**config.mk**
```make
export PLATFORM = sky130hd
export DESIGN_NAME = count_pwm_16_bit
export DESIGN_NICKNAME = d
export VERILOG_FILES = /design/src/rtl/count_pkg.sv /design/src/rtl/count_wrap_detect.sv /design/src/rtl/count_pwm_16_bit.sv
export SDC_FILE = /design/constraint.sdc
export NUM_CORES = 1
export LEC_CHECK = 0
export BUFFER_PORTS_ARGS = -buffer_cell sky130_fd_sc_hd__clkbuf_2
export CAP_MARGIN = 20
export CELL_PAD_IN_SITES_DETAIL_PLACEMENT = 1
export CELL_PAD_IN_SITES_GLOBAL_PLACEMENT = 1
export CORE_MARGIN = 1
export CORE_UTILIZATION = 46
export DETAILED_ROUTE_END_ITERATION = 16
export HOLD_SLACK_MARGIN = 0.08
export MAX_ROUTING_LAYER = met4
export PLACE_DENSITY_LB_ADDON = 0.15
export RECOVER_POWER = 50
export SYNTH_ARGS = -nofsm -noshare
export SYNTH_HDL_FRONTEND = slang
export SYNTH_HIERARCHICAL = 1
export SYNTH_SLANG_ARGS = --single-unit
```
**constraint.sdc**
```tcl
create_clock -name clk -period 9.93 [get_ports clk]
set_input_delay 2.4825 -clock clk [delete_from_list [all_inputs] [get_ports clk]]
set_output_delay 2.4825 -clock clk [all_outputs]
set_load 0.01 [all_outputs]
```
**src/rtl/count_pkg.sv**
```systemverilog
// count_pkg: shared definitions for consumers of the free-running up counter.
// Holds the PWM controller state encoding and the default counter geometry.
package count_pkg;

    localparam int                     COUNT_WIDTH = 16;
    localparam logic [COUNT_WIDTH-1:0] COUNT_MAX   = 16'hFFFF;

    typedef enum logic [1:0] {
        S_IDLE = 2'd0,
        S_PEND = 2'd1,
        S_RUN  = 2'd2
    } state_t;

endpackage

```
**src/rtl/count_wrap_detect.sv**
```systemverilog
// count_wrap_detect: samples an upstream up counter each clock and flags a
// wrap whenever the new value is below the previous sample. This catches both
// the natural rollover to zero and an upstream counter reset mid-period. A
// counter parked at zero never wraps. The first cycle after reset cannot wrap
// because no previous sample exists yet.
module count_wrap_detect
    import count_pkg::*;
#(
    parameter int WIDTH = COUNT_WIDTH
) (
    input  logic             i_clk,
    input  logic             i_rst,
    input  logic [WIDTH-1:0] i_count,
    output logic             o_wrap
);

    logic [WIDTH-1:0] r_count_q;
    logic             r_seen_q;

    // Remember the previous sample and whether that sample is meaningful.
    always_ff @(posedge i_clk) begin
        if (i_rst) begin
            r_count_q <= '0;
            r_seen_q  <= 1'b0;
        end else begin
            r_count_q <= i_count;
            r_seen_q  <= 1'b1;
        end
    end

    assign o_wrap = r_seen_q & (i_count < r_count_q);

endmodule

```
**src/rtl/count_pwm_16_bit.sv**
```systemverilog
// count_pwm_16_bit: registered PWM generator driven by an external up counter.
// Duty updates arrive over cfg_valid/cfg_ready into a shadow register and are
// only committed at a counter wrap, so a period is never cut short or stretched.
//
// Optional build macro COUNT_PWM_WRAP_PULSE_EN adds wrap_o and commit_o,
// registered one-cycle pulses following each wrap and each duty commit.
//
// state  | meaning
// S_IDLE | nothing programmed since reset, output held low
// S_PEND | shadow holds an accepted duty waiting for the next wrap
// S_RUN  | generating PWM from the active duty, ready for a new update
module count_pwm_16_bit
    import count_pkg::*;
#(
    parameter int WIDTH = COUNT_WIDTH
) (
    input  logic             clk,
    input  logic             rst,
    input  logic [WIDTH-1:0] count_i,
    input  logic             cfg_valid,
    output logic             cfg_ready,
    input  logic [WIDTH-1:0] cfg_duty,
    output logic             pwm_o,
    output logic             busy_o
`ifdef COUNT_PWM_WRAP_PULSE_EN
    ,
    output logic             wrap_o,
    output logic             commit_o
`endif
);

    state_t           r_state;
    state_t           w_state_nxt;
    logic [WIDTH-1:0] r_duty_active;
    logic [WIDTH-1:0] r_duty_shadow;
    logic [WIDTH-1:0] w_duty_cmp;
    logic             r_run;
    logic             r_pwm;
    logic             w_wrap;
    logic             w_accept;
    logic             w_commit;
    logic             w_pwm_en;

    count_wrap_detect #(
        .WIDTH (WIDTH)
    ) u_wrap_detect (
        .i_clk   (clk),
        .i_rst   (rst),
        .i_count (count_i),
        .o_wrap  (w_wrap)
    );

    // Ready depends on state only so the upstream can hold valid without a loop.
    assign cfg_ready = (r_state != S_PEND);
    assign busy_o    = (r_state == S_PEND);
    assign w_accept  = cfg_valid & cfg_ready;

    // Next-state decode; a wrap in S_RUN together with an accept does not
    // commit, the new value waits for the following wrap.
    always_comb begin
        w_state_nxt = r_state;
        w_commit    = 1'b0;
        case (r_state)
            S_IDLE: begin
                if (w_accept) begin
                    w_state_nxt = S_PEND;
                end
            end
            S_PEND: begin
                if (w_wrap) begin
                    w_commit    = 1'b1;
                    w_state_nxt = S_RUN;
                end
            end
            S_RUN: begin
                if (w_accept) begin
                    w_state_nxt = S_PEND;
                end
            end
            default: begin
                w_state_nxt = S_IDLE;
            end
        endcase
    end

    // Compare source: in the commit cycle the new duty is already in force,
    // so the period starting at this wrap uses it from its first count.
    always_comb begin
        w_duty_cmp = w_commit ? r_duty_shadow : r_duty_active;
        w_pwm_en   = (r_state == S_RUN) |
                     ((r_state == S_PEND) & (r_run | w_commit));
    end

    // State register.
    always_ff @(posedge clk) begin
        if (rst) begin
            r_state <= S_IDLE;
        end else begin
            r_state <= w_state_nxt;
        end
    end

    // Shadow capture on every accepted handshake.
    always_ff @(posedge clk) begin
        if (rst) begin
            r_duty_shadow <= '0;
        end else if (w_accept) begin
            r_duty_shadow <= cfg_duty;
        end
    end

    // Active duty and its valid flag change only at a commit.
    always_ff @(posedge clk) begin
        if (rst) begin
            r_duty_active <= '0;
            r_run         <= 1'b0;
        end else if (w_commit) begin
            r_duty_active <= r_duty_shadow;
            r_run         <= 1'b1;
        end
    end

    // Registered PWM output, one cycle behind count_i.
    always_ff @(posedge clk) begin
        if (rst) begin
            r_pwm <= 1'b0;
        end else begin
            r_pwm <= w_pwm_en & (count_i < w_duty_cmp);
        end
    end

    assign pwm_o = r_pwm;

`ifdef COUNT_PWM_WRAP_PULSE_EN
    logic r_wrap_pulse;
    logic r_commit_pulse;

    // Registered event pulses for observers that track period boundaries.
    always_ff @(posedge clk) begin
        if (rst) begin
            r_wrap_pulse   <= 1'b0;
            r_commit_pulse <= 1'b0;
        end else begin
            r_wrap_pulse   <= w_wrap;
            r_commit_pulse <= w_commit;
        end
    end

    assign wrap_o   = r_wrap_pulse;
    assign commit_o = r_commit_pulse;
`endif

endmodule

```
* Yosys cells after proc, flatten, opt, wreduce, memory -nomap -nowiden
Index checks and enable logic that the tools add are counted.
** Storage, ports and cells
- Flip-flop bits (word level) :: 53
- Input bits :: 35
- Output and inout port bits :: 3
- Word-level logic and storage cells :: 30
** Operators by class
- Magnitude comparators :: 2
- Equality and inequality tests :: 5
- Mux-type cells :: 7
- Bitwise logic cells :: 6
- Reductions and logical operators :: 3
** Operators with widths (count)
- 16-bit < comparator :: 2
- 16-bit two-way mux :: 1
- 2-bit by 1-bit != test with 1-bit output, second input constant :: 3
- 1-bit AND :: 4
- 2-bit two-way mux :: 2
- 2-bit case mux with 2 select lines :: 1
- 1-bit two-way mux :: 3
- 2-bit by 1-bit == test with 1-bit output, second input constant :: 1
- 2-bit == test, second input constant :: 1
- 2-bit logical NOT :: 1
- 1-bit bitwise OR :: 2
- 2-bit AND reduction :: 1
- 2-bit OR reduction :: 1

* Logic depth before layout (Yosys ltp)
Gate-level depths: netlist of the first run.
- Depth after elaboration :: 8
- Gate-level depth with buffers :: 15
- Depth with buffers taken out :: 13

* Cells and area by module
The synthesis of the first run kept the hierarchy.
** By module, submodules not included
- count_pwm_16_bit :: instances 1, cells each 184, area an instance 1619.1 sq um, sequential area each 720.7 sq um
- count_wrap_detect :: instances 1, cells each 87, area an instance 827.0 sq um, sequential area each 340.3 sq um

* Worst setup path before layout of the first run
No wires, ideal clock.
- Path kind :: input-to-reg
- Start :: in count_i[7]
- End :: reg r_pwm, in the netlist pwm_o
- Setup time :: 79 ps
- Arrival time :: 5141 ps
- Required time :: 9851 ps
- Path slack :: 4710 ps
- Cell stages on the path :: 14
- Buffers on the path :: 2
- Cell sequence :: ha_1 and4_1 o21ai_1 or4_1 o2111a_1 and3b_1 buf_6 buf_4 mux2i_1 ha_1 nand4_1 nor2_1 a211o_1 a211oi_2
** On the way
- Word-level cells in the longest chain between the ends :: 8
- Elaborated cells between the ends (all ways) :: 10
- Those cells by class :: order compare: 2; mux: 3; bitwise: 5
** RTL lines
- start, declared :: RTL line count_pwm_16_bit.sv:19 : input logic [WIDTH-1:0] count_i,
- 16-bit < comparator (*) :: RTL line count_wrap_detect.sv:31 : assign o_wrap = r_seen_q & (i_count < r_count_q);
- 1-bit AND (*) :: RTL line count_wrap_detect.sv:31
- named net w_wrap :: RTL line count_pwm_16_bit.sv:39 : logic w_wrap;
- 1-bit two-way mux (*) :: RTL line count_pwm_16_bit.sv:70 : if (w_wrap) begin
- 1-bit two-way mux (*) :: RTL line count_pwm_16_bit.sv:63 : case (r_state)
- branches (longest 3 deep; another with 16-bit < comparator)
- 1-bit AND (*) :: RTL line count_pwm_16_bit.sv:128 : r_pwm <= w_pwm_en & (count_i < w_duty_cmp);
- end signal, assigned :: RTL line count_pwm_16_bit.sv:128
- end, declared :: RTL line count_pwm_16_bit.sv:38 : logic r_pwm;
Mark *: on every way through the listed nets, which the timed path passes.
A chain may end at the register's enable or synchronous reset.

* Worst setup path in the final report of the first run
- Start :: in count_i[1]
- End :: reg r_pwm, in the netlist pwm_o
Same word-level chain as after synthesis.

==> results of run 1 <==
==> state kept, by name (all words and copies together) (netlist names) <==
name,flops
r_duty_active,16
r_duty_shadow,16
u_wrap_detect/r_count_q,16
r_state,2
pwm_o,1
r_run,1
u_wrap_detect/r_seen_q,1
==> cell type report <==
class / count / area, sq um / area share, %
multi-input cells: 189 / 1260 / 45.1
flip-flops and latches: 53 / 1060 / 37.9
well taps: 70 / 87.6 / 3.13
repair buffers: 38 / 183 / 6.53
clock buffers: 5 / 68.8 / 2.46
inverters: 19 / 71.3 / 2.55
clock inverters: 3 / 65.1 / 2.33
==> power by group through the flow <==
stage	Sequential, mW	Clock (mW)	Combinational (mW)
floorplan	0.229	0	0.0365
global placement	0.230	0	0.0533
detailed placement	0.231	0	0.0557
CTS	0.226	0.176	0.0566
global route	0.227	0.184	0.0641
finish	0.226	0.171	0.0558
==> routing by layer <==
metal / vias to the layer above / global-route usage [%]
met5: - / -
met1: 878 / 29.7
met3: 10 / 4.02
met2: 30 / 32.7
met4: 0 / 7.13
li1: 977 / -
==> through the flow <==
step	setup WS, ps	cell area, sq um	power [mW]
6_report	4190	2800	0.452
4_1_cts	4180	2800	0.459
2_1_floorplan	4710	2450	0.266
5_1_grt	3950	2800	0.475
3_3_place_gp	4020	2670	0.284
3_5_place_dp	3850	2670	0.287
==> placed cells by master, fill, tap and decap left out, types with 2 or more instances in the layout <==
| master | n |
|---|---|
| dfxtp_1 | 53 |
| nand2_1 | 37 |
| clkbuf_2 | 32 |
| a21oi_1 | 31 |
| ha_1 | 30 |
| nor2_1 | 24 |
| nor2b_1 | 20 |
| inv_1 | 18 |
| mux2i_1 | 17 |
| clkbuf_1 | 6 |
| o21ai_0 | 5 |
| clkbuf_8 | 5 |
| nand4_1 | 4 |
| nand3_1 | 3 |
| nand2b_1 | 2 |
| a21o_1 | 2 |
| bufinv_16 | 2 |
| and4_1 | 2 |
==> path summary, 6_finish.rpt <==
kind	endpoint	slack, ps	cells after the start
min	r_duty_shadow[11]	470	2
max reg2reg	pwm_o	6140	12
min reg2reg	r_duty_shadow[11]	470	2
max	pwm_o	4190	12
==> synth_stat cells, types with 3 or more instances <==
| library cell | number |
|---|---|
| dfxtp_1 | 53 |
| nand2_1 | 37 |
| a21oi_1 | 31 |
| ha_1 | 30 |
| nor2_1 | 24 |
| nor2b_1 | 20 |
| inv_1 | 18 |
| mux2i_1 | 17 |
| clkbuf_1 | 5 |
| o21ai_0 | 5 |
| nand4_1 | 4 |
| buf_2 | 3 |
| nand3_1 | 3 |
==> critical path, stage by stage <==
cell and delay, ps:
clkbuf_2 110, ha_1 280, a2111oi_0 390, or4_1 180, o2111a_1 250, and3b_1 880
mux2i_1 370, ha_1 310, a21oi_1 180, a21oi_1 100, a211o_1 280, a211oi_2 160
==> logic make-up (layout without fill, tap and decap cells) <==
logic type	after synthesis	in the layout	share of synthesized area, %
and+or+nand+nor	97	97	18.8
muxes	17	17	6.96
buffers and inverters	29	65	5.06
adders and majority gates	30	30	15.3
DFF	53	53	43.4
AOI/OAI and AO/OA	45	45	10.5
==> results.py, run 1 <==
metrics = {
    "timing": {
        "holdWs_ps": 466,
        "drv_slew": 50,
        "fin_tns_setup_ps": 0,
        "rsz0062_at_grt": "no",
        "skew_ps": 3.60,
        "setup_viol": 0,
        "slew_headroom_pct": -42.7,
        "fin_crit_ps": 5740,
        "hold_viol": 0,
        "fmax_ghz": 0.174,
        "post-route-period-util_pct": 57.8,
        "tightest_slew_ps": 2140,
    },
    "die": {
        "rows": 26,
        "die_w_microns": 74.9,
        "num_io_pins": 38,
        "dieArea_sq_mm": 0.00561,
        "fp.dieH_microns": 74.9,
        "start_util_pct": 47.9,
        "core_area_sq_mm": 0.00511,
    },
    "final_layout": {
        "drive_gt1_share_pct": 14.3,
        "finalNonFillerCells": 377,
        "finalNetCount": 371,
        "n_antenna_cell": 0,
        "nFillCells": 626,
        "area.growth.synth_to_final_pct": 14.4,
        "utilization_pct": 54.8,
    },
    "logic_synthesis": {
        "ys_warn_count": 6,
        "synthesis.area_sq_mm": 0.00245,
        "async_flop_share_pct": 0,
        "ys_ff_latch": 53,
        "synth.avg_cell_area_sq_um": 9.03,
        "synth_edf_count": 0,
        "synth_top_area_cell": "dfxtp_1",
        "seq_area_frac_synth_pct": 43.4,
        "ys_types": 31,
        "synth_nets": 336,
        "synth_area_leaders": "dfxtp_1 43%, ha_1 15%, mux2i_1 7.0%",
        "synth_top_area_share_pct": 43.4,
        "synth-main-ff-cell": "dfxtp_1",
        "synthCells": 271,
    },
    "global_route": {
        "overflow": 0,
        "grtUsageTotal_pct": 21.9,
        "grt_pass1_vias": 1875,
        "grt_start_max_net_pins": 54,
        "grt_pass1_wl_microns": 8840,
        "antenna_found_initial": 0,
    },
    "cts": {
        "htree_levels": 2,
        "cts-buffers-inserted": 5,
        "post_cts_buffers": 0,
        "ctsResizeCount": 0,
        "clock_latency_ps": 310,
        "clock_sinks": 53,
        "cts_tree": "built",
        "clk_pin_slew_ps": 90,
        "holdBufCountCts": 0,
        "clockBufferDepth": 2,
        "cts-root-buf": "clkbuf_8",
    },
    "route": {
        "vias_per_cell": 5.03,
        "drt_iter0_markers": 37,
        "met2RoutedLength_microns": 2390,
        "drt-total-wl_microns": 5380,
        "dr.max_layer_used": "met4",
        "wl_met1_microns": 2740,
        "num_vias": 1895,
        "dr.pass1.iters": 4,
        "drc": 0,
        "ant_nets": 0,
        "wl_per_cell_microns": 14.3,
        "dr_wl_met3_microns": 142,
    },
    "power": {
        "combPwrFrac_pct": 12.3,
        "internal_power_mw": 0.345,
        "p_switching_mw": 0.106,
        "pwr-share-clk_pct": 37.7,
        "peakVddDrop_v": 0.0000799,
        "p_per_area_mw_per_mm2": 162,
        "pwr-share-seq_pct": 49.9,
        "p_leak_nw": 1.18,
        "switching_share_pct": 23.6,
    },
    "worst_hold_path": {
        "hp-start": "r_duty_shadow[11]",
        "hold_class": "flip-flop to flip-flop",
    },
    "outcome": {
        "run_status": "finished, violations left",
        "violations": "capacitance limit, slew limit",
    },
    "worst_setup_path": {
        "path_class": "primary input to flip-flop",
        "crit_arrival_ps": 5980,
        "cp-startpoint": "count_i[1]",
        "worstSetupEndpointType": "flip-flop",
        "required_ps": 10170,
        "path_max_fanout": 18,
        "r2r_start": "u_wrap_detect/r_count_q[1]",
        "startpoint_type": "primary input",
    },
    "flow_run": {
        "drv_cap": 1,
    },
    "place": {
        "gp_congestion": 0.748,
        "io_buffers": 37,
        "dp_cells": 368,
        "post-dp-hpwl_microns": 4030,
    },
}
(Power assumes the default switching activity.)
==> inputs of run 2 (changes only) <==
--- a/config.mk
+++ b/config.mk
@@ -10,7 +10,7 @@
 export CELL_PAD_IN_SITES_DETAIL_PLACEMENT = 1
 export CELL_PAD_IN_SITES_GLOBAL_PLACEMENT = 1
 export CORE_MARGIN = 1
-export CORE_UTILIZATION = 46
+export CORE_UTILIZATION = 38
 export DETAILED_ROUTE_END_ITERATION = 16
 export HOLD_SLACK_MARGIN = 0.08
 export MAX_ROUTING_LAYER = met4
==> constraint.sdc (replaced) <==
create_clock -name clk -period 5.2 [get_ports clk]
set_input_delay 1.3 -clock clk [delete_from_list [all_inputs] [get_ports clk]]
set_output_delay 1.3 -clock clk [all_outputs]
set_load 0.01 [all_outputs]
==> run 2 against run 1 <==
Against the previous run:
- the flow now finishes without violations
- register-to-register slack worse by 4200 ps
- critical path depth grew 2
- clock power rose by 33%
- worst hold slack worse by 2.2 ps
- die area increased by 20%
- first-iteration DRC count is 2.7% lower
- utilization fell by 9.0 points
- sequential share of layout area increased by 0.31 points
- via count rose by 0.21%
- count of clock-buffer cells in the layout unchanged
==> results.py, run 2 (synthesized netlist as in run 1, its figures left out) <==
metrics = {
    "worst_setup_path": {
        "path_class": "primary input to flip-flop",
        "path_depth": 14,
        "slowest_stage": "or4_1",
        "required_ps": 5430,
        "crit_arrival_ps": 4300,
        "r2r-end": "pwm_o",
        "r2r_start": "u_wrap_detect/r_count_q[11]",
        "path_buf_inv": 2,
        "worstSetupEndpointType": "flip-flop",
        "startpoint_type": "primary input",
        "timing.reg2reg.setup_slack_ps": 1900,
        "timing.critical_path.mode_cell": "ha_1",
        "reg2reg_depth": 14,
        "path_max_fanout": 11,
        "cp_top_family": "compound AO/OA/AOI/OAI gates",
        "path_cells": "clkbuf_2 -> ha_1 -> and4_1 -> o31ai_1 -> or4_1 -> o2111a_1 -> and3b_1 -> buf_4 -> mux2i_1 -> ha_1 -> a21oi_1 -> o21ai_0 -> a211o_1 -> a211oi_2",
        "cp_slowest_stage_delay_ps": 410,
    },
    "route": {
        "drc": 0,
        "drt-total-wl_microns": 5080,
        "ant_nets": 0,
        "vias_per_cell": 4.96,
        "num_vias": 1899,
        "drt_iter0_markers": 36,
        "wl_per_cell_microns": 13.3,
        "dr.pass1.iters": 4,
    },
    "power": {
        "combPwrFrac_pct": 13.7,
        "finalPower_mw": 0.762,
        "pwr-share-seq_pct": 56.5,
        "internal_power_mw": 0.562,
        "pwr-share-clk_pct": 29.7,
        "switching_share_pct": 26.3,
        "peakVddDrop_v": 0.000111,
        "p_switching_mw": 0.200,
        "p_leak_nw": 1.17,
        "p_per_area_mw_per_mm2": 275,
    },
    "cts": {
        "cts_tree": "built",
        "htree_levels": 2,
        "clock_sinks": 53,
        "cts-buffers-inserted": 5,
        "post_cts_buffers": 0,
        "holdBufCountCts": 0,
        "clk_pin_slew_ps": 100,
        "clockBufferDepth": 2,
        "clock_latency_ps": 310,
        "cts-root-buf": "clkbuf_8",
        "ctsResizeCount": 0,
    },
    "worst_hold_path": {
        "hold_end": "r_duty_shadow[11]",
        "holdPathStages": 2,
        "hp-start": "r_duty_shadow[11]",
        "hold_class": "flip-flop to flip-flop",
    },
    "die": {
        "core_area_sq_mm": 0.00606,
        "fp.dieH_microns": 82.2,
        "die_w_microns": 82.2,
        "num_io_pins": 38,
        "dieArea_sq_mm": 0.00676,
        "rows": 28,
        "start_util_pct": 40.4,
    },
    "timing": {
        "fmax_ghz": 0.246,
        "rsz0062_at_grt": "no",
        "fin_crit_ps": 4070,
        "hold_viol": 0,
        "setup_viol": 0,
        "skew_ps": 9.79,
        "holdWs_ps": 464,
        "fin_tns_setup_ps": 0,
        "post-route-period-util_pct": 78.2,
        "slew_headroom_pct": 10.9,
        "tightest_slew_ps": 1340,
        "setup_slack_ps": 1130,
        "drv_slew": 0,
    },
    "final_layout": {
        "stdcell_area_sq_mm": 0.00278,
        "layout_common_cells": "53 x dfxtp_1, 37 x nand2_1, 36 x clkbuf_2",
        "n_antenna_cell": 0,
        "finalNetCount": 373,
        "reg_top3": "r_duty_active: 16 flops, r_duty_shadow: 16 flops, u_wrap_detect/r_count_q: 16 flops",
        "utilization_pct": 45.8,
        "drive_gt1_share_pct": 15.9,
        "finalNonFillerCells": 383,
        "final_common_cell": "dfxtp_1",
        "area.growth.synth_to_final_pct": 13.5,
    },
    "flow_run": {
        "drv_cap": 0,
    },
    "global_route": {
        "overflow": 0,
        "grt_pass1_wl_microns": 8540,
        "grtUsageTotal_pct": 17.5,
        "grt_pass1_vias": 1816,
        "grt_start_max_net_pins": 31,
        "antenna_found_initial": 0,
    },
    "place": {
        "post-dp-hpwl_microns": 4040,
        "dp_slack_ps": 797,
        "dp_cells": 376,
        "gp_congestion": 0.720,
        "placed_area_sq_mm": 0.00270,
        "io_buffers": 37,
    },
    "outcome": {
        "run_status": "complete, no violations",
    },
}
run 2: changes by cell type in the layout (fill, tap and decap cells not counted):
| cell | change |
|---|---|
| buf_4 | +2 |
| bufinv_16 | -2 |
| clkbuf_1 | -4 |
| clkbuf_2 | +4 |
| clkinv_2 | -1 |
| clkinv_4 | +1 |
| clkinvlp_4 | +1 |
run 2: worst max-delay path by stage:
stage | start | end | slack, ps
after global placement | count_i[11] | pwm_o | 880
after global routing | count_i[1] | pwm_o | 870
after floorplan | count_i[7] | pwm_o | 1160
after detailed placement | count_i[11] | pwm_o | 800
after CTS | count_i[11] | pwm_o | 1110
final | count_i[11] | pwm_o | 1130
run 2: layout make-up:
cell class                 instances  area [sq um]
clock buffer                       5          68.8
clock inverter                     2          16.3
fill                             735          3290
inverter                          19          71.3
multi-input combinational        189          1260
sequential                        53          1060
tap                               75          93.8
timing repair buffer              40           203
run 2: metal layers:
layer	track usage (%)	part of all wire, %	vias to the layer above
met5	-	0	-
met2	27.3	45	23
li1	-	-	985
met1	22.8	51	889
met3	4.29	3.0	2
met4	4.21	0.51	0
run 2: tightest hold or removal path, cell delays in order, from the launching register on:
cell     delay, ps
dfxtp_1        320
nand2_1         50
a21oi_1         50
run 2: power groups by stage:
stage,Clock (mW),Sequential [mW],Combinational [mW]
floorplan,0,0.438,0.0698
CTS,0.237,0.431,0.108
detailed placement,0,0.440,0.108
global placement,0,0.440,0.104
global route,0.258,0.433,0.123
finish,0.227,0.431,0.105
